==> config.mk <==
export PLATFORM = sky130hd
export DESIGN_NAME = ram_stream_reader
export DESIGN_NICKNAME = d
export VERILOG_FILES = /design/src/rtl/ram_stream_reader_pkg.sv /design/src/rtl/ram_stream_reader_buf.sv /design/src/rtl/ram_stream_reader.sv
export SDC_FILE = /design/constraint.sdc
export NUM_CORES = 1
export LEC_CHECK = 0
export CORE_MARGIN = 1
export CORE_UTILIZATION = 53
export DETAILED_ROUTE_END_ITERATION = 8
export HOLD_SLACK_MARGIN = 0.06
export PLACE_DENSITY = 0.82
export SLEW_MARGIN = 20
export SYNTH_ARGS = -nofsm -noshare
export SYNTH_HDL_FRONTEND = slang
export SYNTH_SLANG_ARGS = --single-unit
==> constraint.sdc <==
create_clock -name clk_i -period 4.17 [get_ports clk_i]
set_input_delay 0.834 -clock clk_i [delete_from_list [all_inputs] [get_ports clk_i]]
set_output_delay 0.834 -clock clk_i [all_outputs]
set_load 0.005 [all_outputs]
==> src/rtl/ram_stream_reader_pkg.sv <==
// Shared types and constants for the RAM stream reader: FSM state encoding and
// output-buffer sizing.
package ram_stream_reader_pkg;

    typedef enum logic [1:0] {
        IDLE  = 2'd0,
        READ  = 2'd1,
        DRAIN = 2'd2
    } state_e;

    // Two entries cover one word being presented plus one read in flight.
    localparam int BUF_DEPTH = 2;
    localparam int CNT_W     = 2;

endpackage

==> src/rtl/ram_stream_reader_buf.sv <==
// Two-entry FIFO holding read words (and, with RAM_STREAM_READER_LAST_EN, an
// end-of-command flag) between the RAM read port and the output stream.
module ram_stream_reader_buf
    import ram_stream_reader_pkg::*;
#(
    parameter int WORD_WIDTH = 8
) (
    input  logic                  clk_i,
    input  logic                  rst_i,
    input  logic                  push_i,
    input  logic [WORD_WIDTH-1:0] push_data_i,
`ifdef RAM_STREAM_READER_LAST_EN
    input  logic                  push_last_i,
    output logic                  head_last_o,
`endif
    input  logic                  pop_i,
    output logic [WORD_WIDTH-1:0] head_data_o,
    output logic [CNT_W-1:0]      count_o
);

    logic [WORD_WIDTH-1:0] data_q [BUF_DEPTH];
    logic [WORD_WIDTH-1:0] data_d [BUF_DEPTH];
    logic                  rd_ptr_q, rd_ptr_d;
    logic                  wr_ptr_q, wr_ptr_d;
    logic [CNT_W-1:0]      count_q, count_d;
`ifdef RAM_STREAM_READER_LAST_EN
    logic [BUF_DEPTH-1:0]  last_q, last_d;
`endif

    always_comb begin
        data_d   = data_q;
        rd_ptr_d = rd_ptr_q;
        wr_ptr_d = wr_ptr_q;
`ifdef RAM_STREAM_READER_LAST_EN
        last_d   = last_q;
`endif
        if (push_i) begin
            data_d[wr_ptr_q] = push_data_i;
`ifdef RAM_STREAM_READER_LAST_EN
            last_d[wr_ptr_q] = push_last_i;
`endif
            wr_ptr_d = ~wr_ptr_q;
        end
        if (pop_i) begin
            rd_ptr_d = ~rd_ptr_q;
        end
        count_d = count_q + CNT_W'(push_i) - CNT_W'(pop_i);
    end

    // Payload storage carries no reset; only pointers and occupancy do.
    always_ff @(posedge clk_i) begin
        if (rst_i) begin
            rd_ptr_q <= 1'b0;
            wr_ptr_q <= 1'b0;
            count_q  <= '0;
        end else begin
            rd_ptr_q <= rd_ptr_d;
            wr_ptr_q <= wr_ptr_d;
            count_q  <= count_d;
        end
        data_q <= data_d;
`ifdef RAM_STREAM_READER_LAST_EN
        last_q <= last_d;
`endif
    end

    assign head_data_o = data_q[rd_ptr_q];
    assign count_o     = count_q;
`ifdef RAM_STREAM_READER_LAST_EN
    assign head_last_o = last_q[rd_ptr_q];
`endif

endmodule

==> src/rtl/ram_stream_reader.sv <==
// Streams a (start, length) range out of a 1-cycle-latency single-port RAM onto
// a valid/ready interface. Define RAM_STREAM_READER_LAST_EN to add m_last_o.
module ram_stream_reader
    import ram_stream_reader_pkg::*;
#(
    parameter  int WORD_WIDTH = 8,
    parameter  int WORD_COUNT = 256,
    localparam int ADDR_WIDTH = $clog2(WORD_COUNT),
    localparam int LEN_WIDTH  = ADDR_WIDTH + 1
) (
    input  logic                  clk_i,
    input  logic                  rst_i,
    input  logic                  cmd_valid_i,
    output logic                  cmd_ready_o,
    input  logic [ADDR_WIDTH-1:0] cmd_addr_i,
    input  logic [LEN_WIDTH-1:0]  cmd_len_i,
    output logic                  ram_we_o,
    output logic [ADDR_WIDTH-1:0] ram_addr_o,
    input  logic [WORD_WIDTH-1:0] ram_rdata_i,
    output logic                  m_valid_o,
    input  logic                  m_ready_i,
    output logic [WORD_WIDTH-1:0] m_data_o,
`ifdef RAM_STREAM_READER_LAST_EN
    output logic                  m_last_o,
`endif
    output logic                  busy_o
);

    state_e                state_q, state_d;
    logic [ADDR_WIDTH-1:0] addr_q, addr_d;
    logic [LEN_WIDTH-1:0]  rem_q, rem_d;
    logic                  inflight_q, inflight_d;
    logic [ADDR_WIDTH-1:0] ram_addr_q, ram_addr_d;
`ifdef RAM_STREAM_READER_LAST_EN
    logic                  inflight_last_q, inflight_last_d;
`endif

    logic [CNT_W-1:0]      buf_count;
    logic [CNT_W:0]        occupancy;
    logic                  pop;
    logic                  issue;
    logic                  cmd_fire;

    assign cmd_ready_o = (state_q == IDLE);
    assign cmd_fire    = cmd_valid_i && cmd_ready_o;
    assign m_valid_o   = (buf_count != '0);
    assign pop         = m_valid_o && m_ready_i;
    assign occupancy   = {1'b0, buf_count} + (CNT_W+1)'(inflight_q);

    // A slot freed by this cycle's pop can be reused by this cycle's read.
    assign issue = (state_q == READ) &&
                   (occupancy < ((CNT_W+1)'(BUF_DEPTH) + (CNT_W+1)'(pop)));

    always_comb begin
        state_d    = state_q;
        addr_d     = addr_q;
        rem_d      = rem_q;
        ram_addr_d = ram_addr_q;
        inflight_d = issue;
`ifdef RAM_STREAM_READER_LAST_EN
        inflight_last_d = issue && (rem_q == LEN_WIDTH'(1));
`endif
        case (state_q)
            IDLE: begin
                if (cmd_fire && (cmd_len_i != '0)) begin
                    addr_d  = cmd_addr_i;
                    rem_d   = cmd_len_i;
                    state_d = READ;
                end
            end
            READ: begin
                if (issue) begin
                    ram_addr_d = addr_q;
                    addr_d     = addr_q + ADDR_WIDTH'(1);
                    rem_d      = rem_q - LEN_WIDTH'(1);
                    if (rem_q == LEN_WIDTH'(1)) begin
                        state_d = DRAIN;
                    end
                end
            end
            DRAIN: begin
                if (!inflight_q && (buf_count == CNT_W'(pop))) begin
                    state_d = IDLE;
                end
            end
            default: state_d = IDLE;
        endcase
    end

    // Clearing inflight_q on reset drops any read whose data is still in the RAM.
    always_ff @(posedge clk_i) begin
        if (rst_i) begin
            state_q    <= IDLE;
            addr_q     <= '0;
            rem_q      <= '0;
            inflight_q <= 1'b0;
            ram_addr_q <= '0;
`ifdef RAM_STREAM_READER_LAST_EN
            inflight_last_q <= 1'b0;
`endif
        end else begin
            state_q    <= state_d;
            addr_q     <= addr_d;
            rem_q      <= rem_d;
            inflight_q <= inflight_d;
            ram_addr_q <= ram_addr_d;
`ifdef RAM_STREAM_READER_LAST_EN
            inflight_last_q <= inflight_last_d;
`endif
        end
    end

    assign ram_addr_o = issue ? addr_q : ram_addr_q;
    assign ram_we_o   = 1'b0;
    assign busy_o     = (state_q != IDLE);

    ram_stream_reader_buf #(
        .WORD_WIDTH (WORD_WIDTH)
    ) u_buf (
        .clk_i       (clk_i),
        .rst_i       (rst_i),
        .push_i      (inflight_q),
        .push_data_i (ram_rdata_i),
`ifdef RAM_STREAM_READER_LAST_EN
        .push_last_i (inflight_last_q),
        .head_last_o (m_last_o),
`endif
        .pop_i       (pop),
        .head_data_o (m_data_o),
        .count_o     (buf_count)
    );

endmodule

## Word-level counts from Yosys, hierarchy flattened

Index checks and enable logic that the tools add are counted.

- Register bits after elaboration: 48
- Output and inout bits: 20
- Word-level logic and storage cells: 64

- $add $sub $neg: 6
- $lt $le $gt $ge: 4
- Eq/ne operators: 8
- Multiplexer cells: 18
- Bitwise gates (word level): 4
- Reductions and logical operators: 14

Operator list:

| kind | count |
|---|---|
| $mux 8 | 7 |
| $mux 9 | 2 |
| $pmux 9 s2 | 1 |
| $bwmux 16 | 1 |
| $pmux 8 s2 | 1 |
| $eq 9x1->1 const B | 1 |
| $reduce_bool 9->1 | 1 |
| $sub 9x1->9 const B | 1 |
| $add 8x1->8 const B | 1 |
| $demux 8 s1 | 1 |
| $mux 2 | 4 |
| $logic_and 1x1->1 | 6 |
| $pmux 2 s3 | 1 |
| $reduce_bool 2->1 | 3 |
| $ge 2x2->1 const B | 2 |
| $ne 2x1->1 const B | 2 |
| $ne 2x2->1 const B | 2 |
| $not 1->2 | 2 |
| $reduce_and 4->1 | 1 |
| $add 2x1->3 | 1 |
| $add 2x1->3 const A | 1 |
| $lt 3x3->1 | 1 |
| $reduce_and 3->1 | 1 |
| $add 2x1->2 | 1 |
| 8 further kinds | 9 |

## Logic depth before layout (Yosys ltp)

- Depth after elaboration: 7
- Mapped depth: 8

## Modules after synthesis

A second synthesis with hierarchy kept.

- Cells, all modules: 236
- Area, all modules: 2,394.8 um^2

Modules (own cells, without submodules):

| module | times used | cells each | area an instance (um^2) | seq. area each (um^2) |
|---|---|---|---|---|
| ram_stream_reader | 1 | 194 | 1,630.3 | 560.5 |
| ram_stream_reader_buf | 1 | 42 | 764.5 | 560.5 |

## Worst setup path before layout

No wires, ideal clock.

- Kind: input -> output
- Start: input m_ready_i
- End: output ram_addr_o[0]
- Arrival: 1.644 ns
- Setup slack: 1.692 ns
- Cell stages on the path: 4
- Path buffers: 0
- Cell sequence: o21a_2 > a21oi_4 > nor2_4 > mux2_2

- Word-level cells in the longest chain between the ends: 5

Ends and longest elaborated chain:

| what | RTL line | text |
|---|---|---|
| from (decl) | ram_stream_reader.sv:21 | `input logic m_ready_i,` |
| $logic_and 1x1->1 | ram_stream_reader.sv:47 | `assign pop = m_valid_o && m_ready_i;` |
| $add 2x1->3 | ram_stream_reader.sv:52 | `(occupancy < ((CNT_W+1)'(BUF_DEPTH) + (CNT_W+1)'(pop)));` |
| $lt 3x3->1 | ram_stream_reader.sv:52 |  |
| $logic_and 1x1->1 | ram_stream_reader.sv:51 | `assign issue = (state_q == READ) &&` |
| $mux 8 | -- |  |
| to (decl) | ram_stream_reader.sv:18 | `output logic [ADDR_WIDTH-1:0] ram_addr_o,` |

No other way between the ends.

## Worst setup path after layout

- Start: input m_ready_i
- End: output ram_addr_o[4]

- Word-level cells in the longest chain between the ends: 5

Ends and longest elaborated chain:

| what | RTL line | text |
|---|---|---|
| $logic_and 1x1->1 | ram_stream_reader.sv:47 |  |
| net pop | ram_stream_reader.sv:40 | `logic pop;` |
| $add 2x1->3 | ram_stream_reader.sv:52 |  |
| $lt 3x3->1 | ram_stream_reader.sv:52 |  |
| $logic_and 1x1->1 | ram_stream_reader.sv:51 |  |
| $mux 8 | -- |  |

The timed path passes the listed nets, and every way through them passes these cells.

==> summary.md <==
| Metric | Value |
|---|---|
| Min-delay src | `rem_q[1]$_SDFFE_PP0P_` |
| Final GP Congestion | `between 0.7 and 0.8` |
| CP Capture Type | `output pin` |
| Worst Tran Pin Value | `1.063 ns` |
| Ys async rst share | `0` |
| Clock Path Buffers | `2` |
| Inst Count DP | `322` |
| Top FF cell, synth | `dfxtp_1` |
| Synth Register Bits | `48` |
| Vias | `about 1900` |
| Die height | `approximately 69 µm` |
| Post-CTS setup buffers | `0` |
| Worst Reg2Reg Path Length in Cells | `7` |
| Vias per inst | `5.645` |
| DR iter-0 viols | `111` |
| Hold Path Class | `register to register` |
| Hold_buf cts | `0` |
| Total Wirelength | `4996 µm` |
| Critical path peak fanout | `8` |
| H-tree depth | `2` |
| GR peak layer | `met2` |
| Slew Viols, Final | `0` |
| Synthesized cell area | `2362 µm²` |
| Routed Antenna Nets | `0` |
| Cell area power density | `452.0 nW/µm²` |
| Reg clk slew, reported paths | `approximately 0.090 ns` |
| Tcrit/Tclk final | `0.8465` |
| Synth Warn # | `0` |
| Largest net degree at the start of global routing | `24` |
| Cell row count | `23` |
| TritonCTS Buffers | `5` |
| Data required time of the worst path | `between 3 and 4 ns` |
| Vias in the first global route | `about 1700` |
| FF-to-FF End | `addr_q[6]$_SDFFE_PP0P_` |
| R2r startpoint | `inflight_q$_SDFF_PP0_` |
| Maximum vdd ir drop | `276.5 µV` |
| Clock Root Buffer | `clkbuf_8` |
| Final core utilization | `0.7086` |
| Final hold violation count | `0` |
| Worst Skew | `about 0.005 ns` |
| Syn nets | `between 200 and 300` |
| R2R Setup Slk | `1.75 ns` |
| Tmin final | `~3.5 ns` |
| Cells along the critical path | `clkdlybuf4s50_1 > o21a_2 > a21oi_4 > nor2_4 > mux2_2 > clkdlybuf4s50_1` |
| Hold Path Cell Cnt | `2` |
| Port bufs | `47` |
| Core box area | `4144 µm²` |
| GRT met1 Usage | `0.2682` |
| Chip Width | `68.76 µm` |
| EDFF count, synth | `16` |
| Post-synth top area share | `0.2712` |
| RSZ-0062 raised after global routing | `no` |
| First-pass GRT wire length | `7741 µm` |
| Total of max-cap violations | `0` |
| Max incr delay on CP | `0.46 ns` |
| Die area | `~4700 µm²` |
| Status | `finished, final reports clean` |
| Layout fillers | `315` |
| CTS tree | `built` |
| Layout Area Growth over Synthesis | `24.31%` |
| Syn_area_per_cell | `9.967 µm²` |
| WP buf/inv | `2` |
| Avg WL per Cell | `15.14 µm` |
| Setup violators final | `0` |
| Crit-path slowest cell | `clkdlybuf4s50_1` |
| Hold path endpoint | `rem_q[1]$_SDFFE_PP0P_` |
| Detailed placement HPWL | `3563 µm` |
| Post_cts resized | `0` |
| Finished Layout Cells | `330` |
| Layout cells sized above 1 | `0.1321` |
| Grt ovf | `0` |
| GR Util met3 | `0.03783` |
| Critical path type | `input port to output pin` |
| Final #Nets | `between 300 and 400` |
| Router iterations before antenna repair | `4` |
| Most area-consuming cells after synthesis | `dfxtp_1 27%, edfxtp_1 20%, mux2_2 7.6%` |
| Sequential-to-total area share from yosys stat | `0.4746` |
| Global Route Usage Sum | `0.2235` |
| Max-slew headroom | `0.2913` |
| M2 GR Usage | `0.4093` |
| Total Neg Setup Slack | `0 ns` |
| Synth cell types | `48` |
| N_diodes | `0` |
| Crit path DAT | `around 2.7 ns` |
| Initial antenna violation count | `0` |
| Largest area contributor in the netlist | `dfxtp_1` |
| Clk sink count | `48` |
| Achievable Freq | `~280 MHz` |
| Residual DRC | `0` |
| Startpoint type of the worst setup path | `input port` |
| Most frequent CP cell | `clkdlybuf4s50_1` |
| Lkg Pwr | `around 1.1 nW` |
| Initial Utilization | `0.5700` |
| Mapped Cells | `237` |
| Top cell family by delay on the critical path | `buffers and inverters` |
| Clk_lat worst skew | `just under 0.3 ns` |
| Num ports | `49` |
flip-flops by register name, indices dropped and copies added (netlist names):
signal,cells
inflight_q,1
u_buf.count_o,2
state_q,2
u_buf.rd_ptr_q,1
u_buf.wr_ptr_q,1
rem_q,9
addr_q,8
u_buf.data_q,16
ram_addr_q,8
per-layer routing:
layer	wire (µm)	part of all wire
met3	294	0.059
met1	2012	0.40
met5	0	0
met2	2659	0.53
met4	28	0.0056
layout by cell type (no fill, tap or decap), drive strengths merged, types with 11 or more instances in the layout:
cell,n
a21oi,20
clkdlybuf4s50,47
dfxtp,32
edfxtp,16
mux2,16
nand2,26
nor2,14
nor2b,11
o21ai,14
per-stage QoR:
| step | worst slack, ns | power [mW] | cell area, µm² | hold WS, ns |
|---|---|---|---|---|
| floorplan | 1.692 | 0.8584 | 2362 | 0.4450 |
| global placement | 0.6833 | 0.9940 | 2825 | 0.4632 |
| detailed placement | 0.6255 | 1.008 | 2825 | 0.4730 |
| CTS | 0.6261 | 1.338 | 2937 | 0.4852 |
| global route | 0.5528 | 1.402 | 2937 | 0.5011 |
| finish | 0.6400 | 1.327 | 2937 | 0.4822 |
cells in the mapped netlist (5+ instances only):
cell type / number
dfxtp_1: 32
nand2_1: 26
a21oi_1: 19
edfxtp_1: 16
mux2_2: 16
o21ai_0: 14
nor2_1: 13
nor2b_1: 11
ha_1: 7
nand3_1: 7
inv_1: 6
nor3_1: 6
buf_2: 5
clkbuf_1: 5
cells by family after synthesis:
logic type               Yosys count  share of synthesized area
XOR/XNOR                           5                    0.01854
buffers and inverters             21                    0.04872
flip-flops                        48                     0.4746
adder cells (fa/ha/maj)            7                    0.03707
AND/OR/NAND/NOR                   80                     0.1721
other                              1                   0.001587
AO/OA/AOI/OAI                     59                     0.1711
multiplexers                      16                    0.07627
worst reg2reg max path, delay by kind of cell, from the launching register on:
kind,cells,cell delay [ns]
AOI/OAI and AO/OA,4,1.41
adders and majority gates,2,0.51
DFF,1,0.38
and+or+nand+nor,1,0.07
report_power, final:
| part | internal [mW] | switching [mW] |
|---|---|---|
| Combinational | 0.217 | 0.183 |
| Sequential | 0.539 | 0.0575 |
| Clock | 0.178 | 0.153 |
| Total | 0.933 | 0.394 |
area by class of cell:
class / instances / area [µm²] / area share
Tap cell: 50 / 62.56 / 0.02130
Clock inverter: 3 / 42.54 / 0.01449
Inverter: 6 / 22.52 / 0.007669
Clock buffer: 5 / 68.82 / 0.02343
Sequential cell: 48 / 1121 / 0.3818
Timing Repair Buffer: 50 / 493.0 / 0.1679
Multi-Input combinational cell: 168 / 1126 / 0.3835
worst max-delay path by stage:
stage                    end  depth (start not counted)  slack (ns)  startpoint
2_1_floorplan  ram_addr_o[0]                          4        1.69   m_ready_i
3_3_place_gp   ram_addr_o[0]                          6        0.68   m_ready_i
3_5_place_dp   ram_addr_o[4]                          6        0.63   m_ready_i
4_1_cts        ram_addr_o[4]                          6        0.63   m_ready_i
5_1_grt        ram_addr_o[2]                          6        0.55   m_ready_i
6_report       ram_addr_o[4]                          6        0.64   m_ready_i
(Power assumes the default switching activity.)
==> patch (same settings) <==
Take the reset off `addr_q` and `ram_addr_q` and load them in a clocked block of their own.
--- a/src/rtl/ram_stream_reader.sv
+++ b/src/rtl/ram_stream_reader.sv
@@ -93,6 +93,4 @@
             state_q    <= IDLE;
-            addr_q     <= '0;
             rem_q      <= '0;
             inflight_q <= 1'b0;
-            ram_addr_q <= '0;
 `ifdef RAM_STREAM_READER_LAST_EN
@@ -102,6 +100,4 @@
             state_q    <= state_d;
-            addr_q     <= addr_d;
             rem_q      <= rem_d;
             inflight_q <= inflight_d;
-            ram_addr_q <= ram_addr_d;
 `ifdef RAM_STREAM_READER_LAST_EN
@@ -110,2 +106,7 @@
         end
+    end
+
+    always_ff @(posedge clk_i) begin
+        addr_q     <= addr_d;
+        ram_addr_q <= ram_addr_d;
     end
Formal check against the unedited RTL: differs if rst_i is asserted again (counterexample within 4 cycles, from zero or initial values and one cycle with rst_i high); with rst_i held inactive, the same outputs for 10 cycles.
==> patch against the original RTL <==
Hold slack better by 0.021 ns. Register-to-register slack better by 0.36 ns. Die area up 4.9%. Sequential cell count unchanged. Cell area up 4.3%. Wire length up 0.88%. Total power up 5.2%. Critical endpoint is now ram_addr_o[2]. Area after synthesis up 5.1%. Worst setup slack worse by 0.073 ns. Largest power group unchanged.
==> patch: results (changes against the original RTL) <==
| Metric | Value |
|---|---|
| Layout net count | `298 (-5.4%)` |
| Clk pwr | `0.000271 W (-18%)` |
| Leak | `1.11 nW (+1.5%)` |
| Internal | `0.000954 W (+2.2%)` |
| Cell Pwr Density | `456 nW/um2 (+0.93%)` |
| Sequential fraction of the synthesis area | `0.516 (+0.0416)` |
| Post-synth top area share | `0.387 (+0.116)` |
| Post-Synth XOR/XNOR Area | `0.0353 (+0.0167)` |
| Worst-path fanout max | `9 (+1)` |
| Number of synthesized flops with an enable pin | `32 (+16)` |
| Least-Margin Pin Slew | `0.924 ns (-0.139 ns)` |
| Antenna violations before repair | `0 (unchanged)` |
| Mapped Nets | `252 (-7.7%)` |
| First-pass GRT wire length | `8.48 mm (+9.5%)` |
| Inverters | `9 (+3)` |
| Vias in the first global route | `1792 (+4.6%)` |
| # fillers | `349 (+11%)` |
| Finished Layout Cells | `315 (-4.5%)` |
| DR vias/cell | `5.73 (+1.5%)` |
| Worst hold margin | `0.503 ns (+0.0207 ns)` |
| Status | `completed` |
| FF+latch area | `1280 um2 (+14%)` |
| Signal buffers share of area | `0.154 (-0.0142)` |
| Reg power frac | `0.470 (+0.021)` |
| Clock-cell share | `0.0286 (-0.00931)` |
| Hold Path End | `rem_q[8]` |
| Post-synth cell types | `57 (+19%)` |
| Final Wtd Congestion | `0.808 (+1.1%)` |
| Power Sequential | `0.000657 W (+10%)` |
| Syn Area/Cell | `11.5 um2 (+15%)` |
| IR drop worst, VDD | `0.234 mV (-15%)` |
| Crit path DAT | `2.77 ns (+0.07 ns)` |
| GRT Util Overall | `0.219 (-0.00408)` |
| Layout Skew | `0.00339 ns (-0.00160 ns)` |
| Post-synthesis mux area share | `0.0766 (+0.000342)` |
| Commonest cells post-synth | `edfxtp_1 (32), nand2_1 (17), dfxtp_1 (16)` |
| R2r startpoint | `state_q[0]` |
| Non-CTS buffers | `47 (-6.0%)` |
| Resized cells post-CTS | `0 (unchanged)` |
| Dpl cell area | `2970 um2 (+5.3%)` |
| Dpl ws | `0.565 ns (-0.0609 ns)` |
| Synth Area in Adders | `0.0353 (-0.00179)` |
| R2R Path End | `addr_q[4]` |
| Primary FF master, synth | `edfxtp_1` |
| Total Wirelength | `5.04 mm (+0.88%)` |
| Critical Path Max Stage Delay | `0.47 ns` |
| Synth top area cells | `edfxtp_1 (39%), dfxtp_1 (13%), mux2_1 (3.6%)` |
| Layout cell share with drive strength beyond 1 | `0.129 (-0.00287)` |
| Largest net degree at the start of global routing | `26 (+8.3%)` |
| Reg-to-reg slack, setup | `2.11 ns (+0.36 ns)` |
| Critical-path top delay cell | `clkdlybuf4s50_1` |
| Post-DP HPWL | `3.65 mm (+2.5%)` |
| Cell Count Post-Placement | `307 (-4.7%)` |
| Fraction of area in multi-input gates | `0.367 (-0.0165)` |
| R2R depth | `4 (-3)` |
| Post-synthesis cell count | `216 (-8.9%)` |
| Drt first-iter violations | `68 (-39%)` |
| #MultiIn Comb | `151 (-10%)` |
## patch: cell types whose count changed in the layout (fill, tap and decap cells not counted), sizes merged, moves of 7 or more
cell / change
a21oi: -16
dfxtp: -16
edfxtp: +16
nand2: -8
nand2b: +7
nor2b: -7
## patch: worst max-delay path by stage
stage | start | slack, ns | cells after the start | endpoint
after floorplan | m_ready_i | 1.66 | 4 | ram_addr_o[0]
after global placement | m_ready_i | 0.58 | 6 | ram_addr_o[2]
after detailed placement | m_ready_i | 0.56 | 6 | ram_addr_o[2]
after CTS | m_ready_i | 0.55 | 6 | ram_addr_o[2]
after global routing | m_ready_i | 0.45 | 6 | ram_addr_o[2]
final | m_ready_i | 0.57 | 6 | ram_addr_o[2]
## patch: per-layer routing
metal | GRT usage | vias to the layer above | wire length (um)
met5 | 0 | - | 0
met4 | 0.0667 | 0 | 48
met3 | 0.0433 | 6 | 199
met2 | 0.370 | 42 | 2480
met1 | 0.283 | 863 | 2310
li1 | - | 894 | -
